--- config.mk ---
export PLATFORM = sky130hd
export DESIGN_NAME = ltc2308_ctrl
export DESIGN_NICKNAME = d
export VERILOG_FILES = /design/src/rtl/ltc2308_ctrl.sv
export SDC_FILE = /design/constraint.sdc
export NUM_CORES = 1
export LEC_CHECK = 0
export BUFFER_PORTS_ARGS = -buffer_cell sky130_fd_sc_hd__buf_2
export CAP_MARGIN = 30
export CORE_ASPECT_RATIO = 0.9
export CORE_MARGIN = 8
export CORE_UTILIZATION = 54
export CTS_CLUSTER_DIAMETER = 80
export DETAILED_ROUTE_END_ITERATION = 8
export PLACE_DENSITY = 0.85
export SLEW_MARGIN = 20
export SYNTH_ARGS = -nofsm -noshare
export SYNTH_HDL_FRONTEND = slang
export SYNTH_SLANG_ARGS = --single-unit
--- constraint.sdc ---
create_clock -name clk -period 2.2 [get_ports clk]
set_input_delay 0.22 -clock clk [delete_from_list [all_inputs] [get_ports clk]]
set_output_delay 0.22 -clock clk [all_outputs]
set_load 0.05 [all_outputs]
--- src/rtl/ltc2308_ctrl.sv ---
// ltc2308_ctrl: serial master for the LTC2308 8-channel 12-bit ADC.
// Drives adc_convst / adc_sck / adc_sdi, deserialises adc_sdo and returns each
// 12-bit result tagged with the config word the ADC actually used (the one
// sent in the previous frame). All timing is counted in fabric clk cycles.
// Optional free-running channel scan: define LTC2308_CTRL_AUTO_EN to add the
// auto_en input.
module ltc2308_ctrl #(
    parameter int CONVST_HIGH_CYC = 2,
    parameter int CONV_WAIT_CYC   = 82,
    parameter int SCK_HALF_CYC    = 1,
    parameter int CYCLE_CYC       = 100
) (
    input  logic        clk,
    input  logic        reset_n,
    input  logic        start,
    input  logic [5:0]  cfg,
`ifdef LTC2308_CTRL_AUTO_EN
    input  logic        auto_en,
`endif
    output logic        ready,
    output logic        busy,
    output logic [11:0] data,
    output logic [5:0]  data_cfg,
    output logic        data_valid,
    output logic        adc_convst,
    output logic        adc_sck,
    output logic        adc_sdi,
    input  logic        adc_sdo
);

    localparam int              CNT_W       = 16;
    localparam logic [CNT_W-1:0] CNT_MAX    = '1;
    localparam int              PH_W        = 8;
    localparam logic [5:0]      PWRUP_CFG   = 6'b100000;

    typedef enum logic [2:0] {
        S_IDLE,
        S_CONVST_HI,
        S_CONV_WAIT,
        S_SHIFT,
        S_DONE
    } state_e;

    state_e           state_q, state_d;
    logic [CNT_W-1:0] cnt_q, cnt_d;         // frame counter, 0 at adc_convst rise
    logic             gap_ok_q, gap_ok_d;   // minimum convst-to-convst spacing met
    logic [PH_W-1:0]  ph_q, ph_d;           // cycles spent in current sck phase
    logic [3:0]       bit_q, bit_d;         // index of the current sck rise
    logic [11:0]      sh_q, sh_d;           // incoming sdo bits, MSB first
    logic [5:0]       cfg_sh_q, cfg_sh_d;   // outgoing config bits, MSB first
    logic [5:0]       prev_cfg_q, prev_cfg_d;
    logic [5:0]       tag_q, tag_d;         // word the ADC uses for this frame
    logic             convst_q, convst_d;
    logic             sck_q, sck_d;
    logic             sdi_q, sdi_d;
    logic             busy_q, busy_d;
    logic             ready_q, ready_d;
    logic             data_valid_q, data_valid_d;
    logic [11:0]      data_q, data_d;
    logic [5:0]       data_cfg_q, data_cfg_d;

    logic             req_start;
    logic [5:0]       req_cfg;
    logic             accept;

`ifdef LTC2308_CTRL_AUTO_EN
    logic             auto_prev_q, auto_prev_d;
    logic [2:0]       ch_q, ch_d;
    logic [2:0]       ch_cur;
    logic             auto_rise;
`endif

    // Request source: external handshake, or the channel scanner when enabled.
    // NOTE: every signal assigned in an always_comb gets a default first, so no
    // path leaves it unassigned and no latch is inferred.
    always_comb begin
        req_start = start;
        req_cfg   = cfg;
`ifdef LTC2308_CTRL_AUTO_EN
        auto_rise = auto_en & ~auto_prev_q;
        ch_cur    = auto_rise ? 3'd0 : ch_q;
        auto_prev_d = auto_en;
        if (auto_en) begin
            req_start = 1'b1;
            req_cfg   = {1'b1, ch_cur[0], ch_cur[2:1], 2'b10};
        end
        ch_d = ch_cur;
        if (accept && auto_en) begin
            ch_d = ch_cur + 3'd1;
        end
`endif
    end

    assign accept = req_start & ready_q;

    // Frame sequencer: next-state and next-output computation.
    always_comb begin
        state_d      = state_q;
        cnt_d        = (cnt_q == CNT_MAX) ? cnt_q : cnt_q + 1'b1;
        ph_d         = ph_q;
        bit_d        = bit_q;
        sh_d         = sh_q;
        cfg_sh_d     = cfg_sh_q;
        prev_cfg_d   = prev_cfg_q;
        tag_d        = tag_q;
        convst_d     = convst_q;
        sck_d        = sck_q;
        sdi_d        = sdi_q;
        busy_d       = busy_q;
        data_valid_d = 1'b0;
        data_d       = data_q;
        data_cfg_d   = data_cfg_q;

        case (state_q)
            S_IDLE: begin
                if (accept) begin
                    state_d    = S_CONVST_HI;
                    cnt_d      = '0;
                    convst_d   = 1'b1;
                    busy_d     = 1'b1;
                    cfg_sh_d   = req_cfg;
                    // The ADC converts with the previously sent word.
                    tag_d      = prev_cfg_q;
                    prev_cfg_d = req_cfg;
                    sh_d       = '0;
                end
            end
            S_CONVST_HI: begin
                if (cnt_q == CNT_W'(CONVST_HIGH_CYC - 1)) begin
                    state_d  = S_CONV_WAIT;
                    convst_d = 1'b0;
                    sdi_d    = cfg_sh_q[5];
                end
            end
            S_CONV_WAIT: begin
                // First sck rise lands on cycle CONV_WAIT_CYC; sdo MSB is
                // already on the bus, so sample it on this same edge.
                if (cnt_q == CNT_W'(CONV_WAIT_CYC - 1)) begin
                    state_d = S_SHIFT;
                    sck_d   = 1'b1;
                    bit_d   = '0;
                    ph_d    = '0;
                    sh_d    = {sh_q[10:0], adc_sdo};
                end
            end
            S_SHIFT: begin
                if (ph_q == PH_W'(SCK_HALF_CYC - 1)) begin
                    ph_d = '0;
                    if (sck_q) begin
                        // Falling edge: present the next config bit.
                        sck_d    = 1'b0;
                        cfg_sh_d = {cfg_sh_q[4:0], 1'b0};
                        sdi_d    = cfg_sh_q[4];
                        if (bit_q == 4'd11) begin
                            state_d = S_DONE;
                        end
                    end else begin
                        // Rising edge: capture the next data bit.
                        sck_d = 1'b1;
                        bit_d = bit_q + 4'd1;
                        sh_d  = {sh_q[10:0], adc_sdo};
                    end
                end else begin
                    ph_d = ph_q + 1'b1;
                end
            end
            S_DONE: begin
                state_d      = S_IDLE;
                data_valid_d = 1'b1;
                data_d       = sh_q;
                data_cfg_d   = tag_q;
                busy_d       = 1'b0;
            end
            default: begin
                state_d = S_IDLE;
            end
        endcase

        gap_ok_d = accept ? 1'b0 : (gap_ok_q | (cnt_d >= CNT_W'(CYCLE_CYC - 1)));
        ready_d  = (state_d == S_IDLE) & gap_ok_d & ~busy_d;
    end

    // State and registered outputs; async reset drops every pin at once.
    // NOTE: sequential state uses non-blocking assignments only, so every flop
    // samples pre-edge values regardless of statement order.
    always_ff @(posedge clk or negedge reset_n) begin
        if (!reset_n) begin
            state_q      <= S_IDLE;
            cnt_q        <= '0;
            gap_ok_q     <= 1'b1;
            ph_q         <= '0;
            bit_q        <= '0;
            sh_q         <= '0;
            cfg_sh_q     <= '0;
            prev_cfg_q   <= PWRUP_CFG;
            tag_q        <= PWRUP_CFG;
            convst_q     <= 1'b0;
            sck_q        <= 1'b0;
            sdi_q        <= 1'b0;
            busy_q       <= 1'b0;
            ready_q      <= 1'b0;
            data_valid_q <= 1'b0;
            data_q       <= '0;
            data_cfg_q   <= PWRUP_CFG;
`ifdef LTC2308_CTRL_AUTO_EN
            auto_prev_q  <= 1'b0;
            ch_q         <= '0;
`endif
        end else begin
            state_q      <= state_d;
            cnt_q        <= cnt_d;
            gap_ok_q     <= gap_ok_d;
            ph_q         <= ph_d;
            bit_q        <= bit_d;
            sh_q         <= sh_d;
            cfg_sh_q     <= cfg_sh_d;
            prev_cfg_q   <= prev_cfg_d;
            tag_q        <= tag_d;
            convst_q     <= convst_d;
            sck_q        <= sck_d;
            sdi_q        <= sdi_d;
            busy_q       <= busy_d;
            ready_q      <= ready_d;
            data_valid_q <= data_valid_d;
            data_q       <= data_d;
            data_cfg_q   <= data_cfg_d;
`ifdef LTC2308_CTRL_AUTO_EN
            auto_prev_q  <= auto_prev_d;
            ch_q         <= ch_d;
`endif
        end
    end

    assign ready      = ready_q;
    assign busy       = busy_q;
    assign data       = data_q;
    assign data_cfg   = data_cfg_q;
    assign data_valid = data_valid_q;
    assign adc_convst = convst_q;
    assign adc_sck    = sck_q;
    assign adc_sdi    = sdi_q;

endmodule

======== Yosys cells after proc, flatten, opt, wreduce, memory -nomap -nowiden ========
Index checks and enable logic that the tools add are counted.
word-level totals
  flip-flop bits (word level) ............. 86
  word-level logic and storage cells ...... 97
  input port bits ......................... 10
operators by class
  add/subtract/negate cells ............... 3
  multiplexer cells ....................... 41
  order comparisons ....................... 1
  reduce and logical (&&, ||, !) cells .... 16
  bitwise gates (word level) .............. 5
  equality and inequality tests ........... 14
operator list
  operator                 number
  $mux W12                 4
  $mux W16                 3
  $pmux W12 S3             1
  $mux W3                  6
  $mux W6                  3
  $add A16 B1 Y16 const B  1
  $eq A16 B1 Y1 const B    1
  $eq A16 B16 Y1 const B   1
  $eq A16 B7 Y1 const B    1
  $ge A16 B7 Y1 const B    1
  $mux W8                  2
  $pmux W8 S2              1
  $mux W4                  3
  $ne A2 B2 Y1 const B     6
  $pmux W3 S4              1
  $pmux W6 S2              1
  $reduce_and A4 Y1        3
  $mux W1                  11
  $add A8 B1 Y8 const B    1
  $logic_not A8 Y1         1
  $pmux W1 S2              4
  $pmux W4 S2              1
  $reduce_bool A2 Y1       4
  $eq A3 B2 Y1 const B     2
  12 further kinds         17

======== Depth between registers and ports, before layout ========
  depth in word-level cells ............... 9
  gate-level depth with buffers ........... 9

======== Least setup slack after synthesis ========
Ideal clock, no wire load.
  path kind ............................... reg2reg
  from .................................... register cnt_q[0]
  to ...................................... register ready_q, in the netlist ready
  clock period less this slack ............ 2.202 ns
  setup slack ............................. -0.002 ns
  data arrival time ....................... 2.065 ns
  path buffers ............................ 1
  required time ........................... 2.063 ns
  cell stages (with the launch flop) ...... 9
  cells stage by stage .................... dfrtp_1 -> ha_1 -> and3_1 -> buf_2 -> and3_1 -> o31ai_1 -> a31oi_1 -> a2111oi_2 -> a211oi_2
between the ends
  longest elaborated chain between the ends .. 9
  elaborated cells on any way between the ends .. 16
  classes of those cells .................. 1 x add/sub; 1 x order compare; 3 x eq/ne; 7 x mux; 3 x bitwise; 1 x reduce/logical
RTL lines
  what                                               line  RTL
  start, declared                                    45    logic [CNT_W-1:0] cnt_q, cnt_d;
  start signal, assigned                             211   cnt_q <= cnt_d;
  $add A16 B1 Y16 or $eq A16 B16 Y1 (tied branches)  99    cnt_d = (cnt_q == CNT_MAX) ? cnt_q : cnt_q + 1'b1;
  $mux W16                                           99
  $mux W16                                           116   if (accept) begin
  $mux W16                                           114   case (state_q)
  $ge A16 B7 Y1                                      179   gap_ok_d = accept ? 1'b0 : (gap_ok_q | (cnt_d >= CNT_W'(CYCLE_CYC - 1)));
  $or A1 B1 Y1                                       179
  $mux W1                                            179
  $and A1 B1 Y1 (*) (2 in series)                    180   ready_d = (state_d == S_IDLE) & gap_ok_d & ~busy_d;
  net ready_d                                        57    logic ready_q, ready_d;
  end signal, assigned                               223   ready_q <= ready_d;
  end, declared                                      57
The timed path passes the listed nets; every way through them passes the cells marked *.
A chain may end at the register's enable or synchronous reset.

======== Worst setup path in the final report ========
  from .................................... register cnt_q[11]
  to ...................................... register ready_q, in the netlist ready
between the ends
  longest elaborated chain between the ends .. 9
  elaborated cells on any way between the ends .. 16
  classes of those cells .................. 1 x add/sub; 1 x order compare; 3 x eq/ne; 7 x mux; 3 x bitwise; 1 x reduce/logical
RTL lines
  what                             line
  $eq A16 B16 Y1 (*)               99
  $mux W16 (*)                     99
  $mux W16                         116
  $mux W16 (*)                     114
  net cnt_d[4]                     45
  $ge A16 B7 Y1 (*)                179
  $or A1 B1 Y1 (*)                 179
  $mux W1 (*)                      179
  $and A1 B1 Y1 (*) (2 in series)  180
  net ready_d                      57
Marked as above.

==> results.txt <==
----------------------------------------------------
[Power]
  Leakage ... 2.27 nW
  Total power ... about 2.9 mW
  Largest voltage drop on the vdd net ... 0.442 mV
  Power Density ... 597 mW/mm^2

[CTS]
  Cts bufs inserted ... 9
  Later-pin clock latency in the skew report ... 350 ps
  Maximum level of the CTS H-tree ... 3
  Worst-case clock buffer depth ... 2
  Clock transition at the registers of the reported paths ... around 90 ps
  Sinks on the clock net ... 86
  TritonCTS clock tree ... built
  Root Buffer Master ... sky130_fd_sc_hd__clkbuf_8

[Worst setup path]
  Type of destination of the critical path ... register
  CP max stage cell ... sky130_fd_sc_hd__dfrtp_1
  Flop-to-flop setup slack ... around 120 ps
  CP top delay family ... simple AND/OR/NAND/NOR gates
  CP Class ... register to register
  R2r worst-path depth ... 6
  Number of buffer and inverter stages on the critical path ... 0
  Crit path max fanout ... 10
  Source of the worst register-to-register timing path ... cnt_q[11]$_DFF_PN0_
  Critical Path RT ... approximately 2500 ps
  Slowest cell delay on critical path ... about 510 ps
  Cells along the critical path ... and4_4, a31oi_1, a211oi_1, nor3_1, or4_4, a211oi_2
  Startpoint type of the worst setup path ... register
  Arrival time reported for the critical path endpoint ... around 2400 ps
  Worst reg2reg path endpoint ... ready$_DFF_PN0_

[Place]
  Detailed Place HPWL ... 5950 um
  Placement-stage worst setup slack ... -23.1 ps
  Number of instances in the placed design ... between 500 and 600
  Buffers on Ports ... 33
  Last weighted congestion value of the routability-driven placer ... 0.907

[Layout]
  Share of cells above drive strength 1 ... 26.2%
  Number of nets in the final layout ... approximately 480
  Fill count ... between 500 and 600
  Non-filler cells, final ... roughly 560
  Ant. Diodes ... 0
  Synth-to-Final Area Change ... 17.3%

[Detailed routing]
  First-pass iteration count of the detailed router ... 4
  Average vias per placed instance ... 5.61
  Via total after detailed routing ... 3149
  Drt drc ... 0
  Antenna violation net count after detailed routing ... 0
  Count of routing violations after the opening detailed-route iteration ... 297
  Routed WL ... 8750 um
  Drt wl/cell ... between 15 and 20 um

[Synth]
  Cell with the most instances after synthesis ... sky130_fd_sc_hd__nand2_1
  Number of storage elements in the synthesis netlist ... 86
  Net count of the mapped netlist ... 428
  Yosys cell types ... 52
  EDFF count, synth ... 0
  Largest cells by area after synthesis ... sky130_fd_sc_hd__dfrtp_1 50%, sky130_fd_sc_hd__nand2_1 7.9%, sky130_fd_sc_hd__mux2_2 5.2%
  Library cell with the largest summed area after synthesis ... sky130_fd_sc_hd__dfrtp_1
  Main synth FF type ... sky130_fd_sc_hd__dfrtp_1
  Number of standard cells after synthesis ... around 410
  Share of the yosys chip area belonging to registers ... 52.8%
  Average cell area after synthesis ... 9.89 sq um
  Yosys warning count ... 0
  Post-synthesis async set-or-reset flop share ... between 90% and 100%
  Combined area of all synthesized cells ... 0.00409 sq mm
  Post-synth top area share ... 50.2%
  Leading cell types by count after synthesis ... 86 x sky130_fd_sc_hd__nand2_1, 82 x sky130_fd_sc_hd__dfrtp_1, 38 x sky130_fd_sc_hd__o21ai_0

[Hold path]
  Depth of the worst hold-timing path ... 3
  Worst min-delay path startpoint ... cfg[2]
  Endpoint, Worst Hold ... prev_cfg_q[2]$_DFFE_PN0P_
  Worst hold path type ... input pin to register

[Timing]
  Final slew viol count ... 0
  Minimum period implied by the final worst setup slack ... ~2100 ps
  Number of setup violations in the final report ... 0
  Part of the cycle the worst path needs ... 94.6%
  Fin Clk Skew ... 12.0 ps
  PnR worst setup slack ... approximately 120 ps
  Tightest Pin Transition ... 555 ps
  Worst relative slew slack ... between 60% and 70%
  Final Hold Viols ... 0
  Peak clock frequency supported by timing ... ~480 MHz

[Floorplan]
  Effective utilization at floorplan ... between 50% and 60%
  Core Rows ... 30
  DIE AREA ... 0.0106 sq mm
  Core area ... 0.00743 sq mm
  Horizontal die dimension ... 108 um
  Overall die height ... between 90 and 100 um
  Boundary Pins ... 34

[Global routing]
  Antenna violations before repair ... 0
  Largest net degree at the start of global routing ... 45
  Number of global-route vias before repair ... around 3.2k
  GRT Overall Usage ... 17.0%
  Global route total overflow ... 0
  Wire length of the first global-routing pass ... 15000 um

[Outcome]
  Outcome ... completed

[Job]
  Number of max-capacitance violations reported ... 0

----------------------------------------------------
[layout by cell type (no fill, tap or decap), types with 5 or more instances in the layout]
cell type / n
sky130_fd_sc_hd__a21oi_1: 5
sky130_fd_sc_hd__o21ai_0: 38
sky130_fd_sc_hd__dfrtp_1: 80
sky130_fd_sc_hd__nand4_1: 7
sky130_fd_sc_hd__buf_2: 32
sky130_fd_sc_hd__mux2_2: 19
sky130_fd_sc_hd__clkbuf_8: 9
sky130_fd_sc_hd__a211oi_1: 5
sky130_fd_sc_hd__and3_1: 5
sky130_fd_sc_hd__inv_1: 9
sky130_fd_sc_hd__nand3_1: 15
sky130_fd_sc_hd__nand2b_1: 6
sky130_fd_sc_hd__xor2_1: 6
sky130_fd_sc_hd__nand2_1: 86
sky130_fd_sc_hd__nor3_1: 10
sky130_fd_sc_hd__mux2i_1: 6
sky130_fd_sc_hd__buf_4: 26
sky130_fd_sc_hd__nor2_1: 25
[how the worst max path moves through the flow]
stage	startpoint	to	slack [ps]	depth (start not counted)
after floorplan	ready$_DFF_PN0_	ready$_DFF_PN0_	30	6
after global placement	cnt_q[1]$_DFF_PN0_	ready$_DFF_PN0_	80	7
after detailed placement	cnt_q[1]$_DFF_PN0_	ready$_DFF_PN0_	-20	7
after CTS	cnt_q[4]$_DFF_PN0_	ready$_DFF_PN0_	30	6
after global routing	cnt_q[11]$_DFF_PN0_	ready$_DFF_PN0_	-3	6
final	cnt_q[11]$_DFF_PN0_	ready$_DFF_PN0_	120	6
[per-stage QoR]
stage / hold WS [ps] / area [sq um] / utilization (%) / setup TNS, ps
floorplan: -75.6 / 4090 / - / 0
global placement: 242 / 4450 / 59.9 / 0
detailed placement: 248 / 4450 / 59.9 / -23.1
CTS: 69.7 / 4730 / 63.6 / 0
global route: 80.1 / 4790 / 64.5 / -2.56
finish: 77.2 / 4790 / 64.5 / 0
[cells by family after synthesis]
| logic type | Yosys count | synth area share, % |
|---|---|---|
| AOI/OAI and AO/OA | 71 | 11.1 |
| xor gates and xnor gates | 10 | 2.14 |
| adders and majority gates | 5 | 1.53 |
| buffers and inverters | 34 | 3.98 |
| DFF | 86 | 52.8 |
| muxes | 25 | 6.71 |
| and+or+nand+nor | 182 | 21.8 |
[worst reg2reg max path: stages (launching register included)]
cell                       delay (ps)
sky130_fd_sc_hd__dfrtp_1          510
sky130_fd_sc_hd__and4_4           350
sky130_fd_sc_hd__a31oi_1          110
sky130_fd_sc_hd__a211oi_1         310
sky130_fd_sc_hd__nor3_1           100
sky130_fd_sc_hd__or4_4            440
sky130_fd_sc_hd__a211oi_2         190
[cell type report]
cell class | count | area [sq um] | area share [%]
Clock inverter | 6 | 96.3 | 2.01
Inverter | 9 | 33.8 | 0.705
Multi-Input combinational cell | 293 | 1850 | 38.6
Sequential cell | 86 | 2160 | 45.0
Tap cell | 96 | 120 | 2.51
Timing Repair Buffer | 61 | 405 | 8.46
Clock buffer | 10 | 128 | 2.66
[layer usage]
metal	GRT usage [%]	wire length, um	up-vias
li1	-	-	1540
met1	22.1	4100	1535
met2	27.6	4130	60
met3	3.72	369	14
met4	5.22	141	0
met5	0	0	-
[repair_timing]
action / in CTS / in global routing
hold buffers: 1 / 0
pin swaps: 3 / 4
resized for setup: 6 / 14
endpoints found under the setup margin: 2 / 25
setup buffers: 3 / 1
hold endpoints to repair: 40 / 0
[state kept, by name (all words and copies together), names as in the netlist]
register    count
cnt_q          16
data           12
sh_q           12
ph_q            8
cfg_sh_q        6
data_cfg        6
prev_cfg_q      6
tag_q           6
bit_q           4
state_q         3
adc_convst      1
adc_sck         1
adc_sdi         1
busy            1
data_valid      1
gap_ok_q        1
ready           1
[where the power goes]
part	switching, mW	total [mW]	internal, mW	leakage, nW
Clock	0.581	1.23	0.652	0.109
Sequential	0	1.58	1.58	1.08
Combinational	0.0363	0.0491	0.0127	1.09
(Power assumes the default switching activity.)
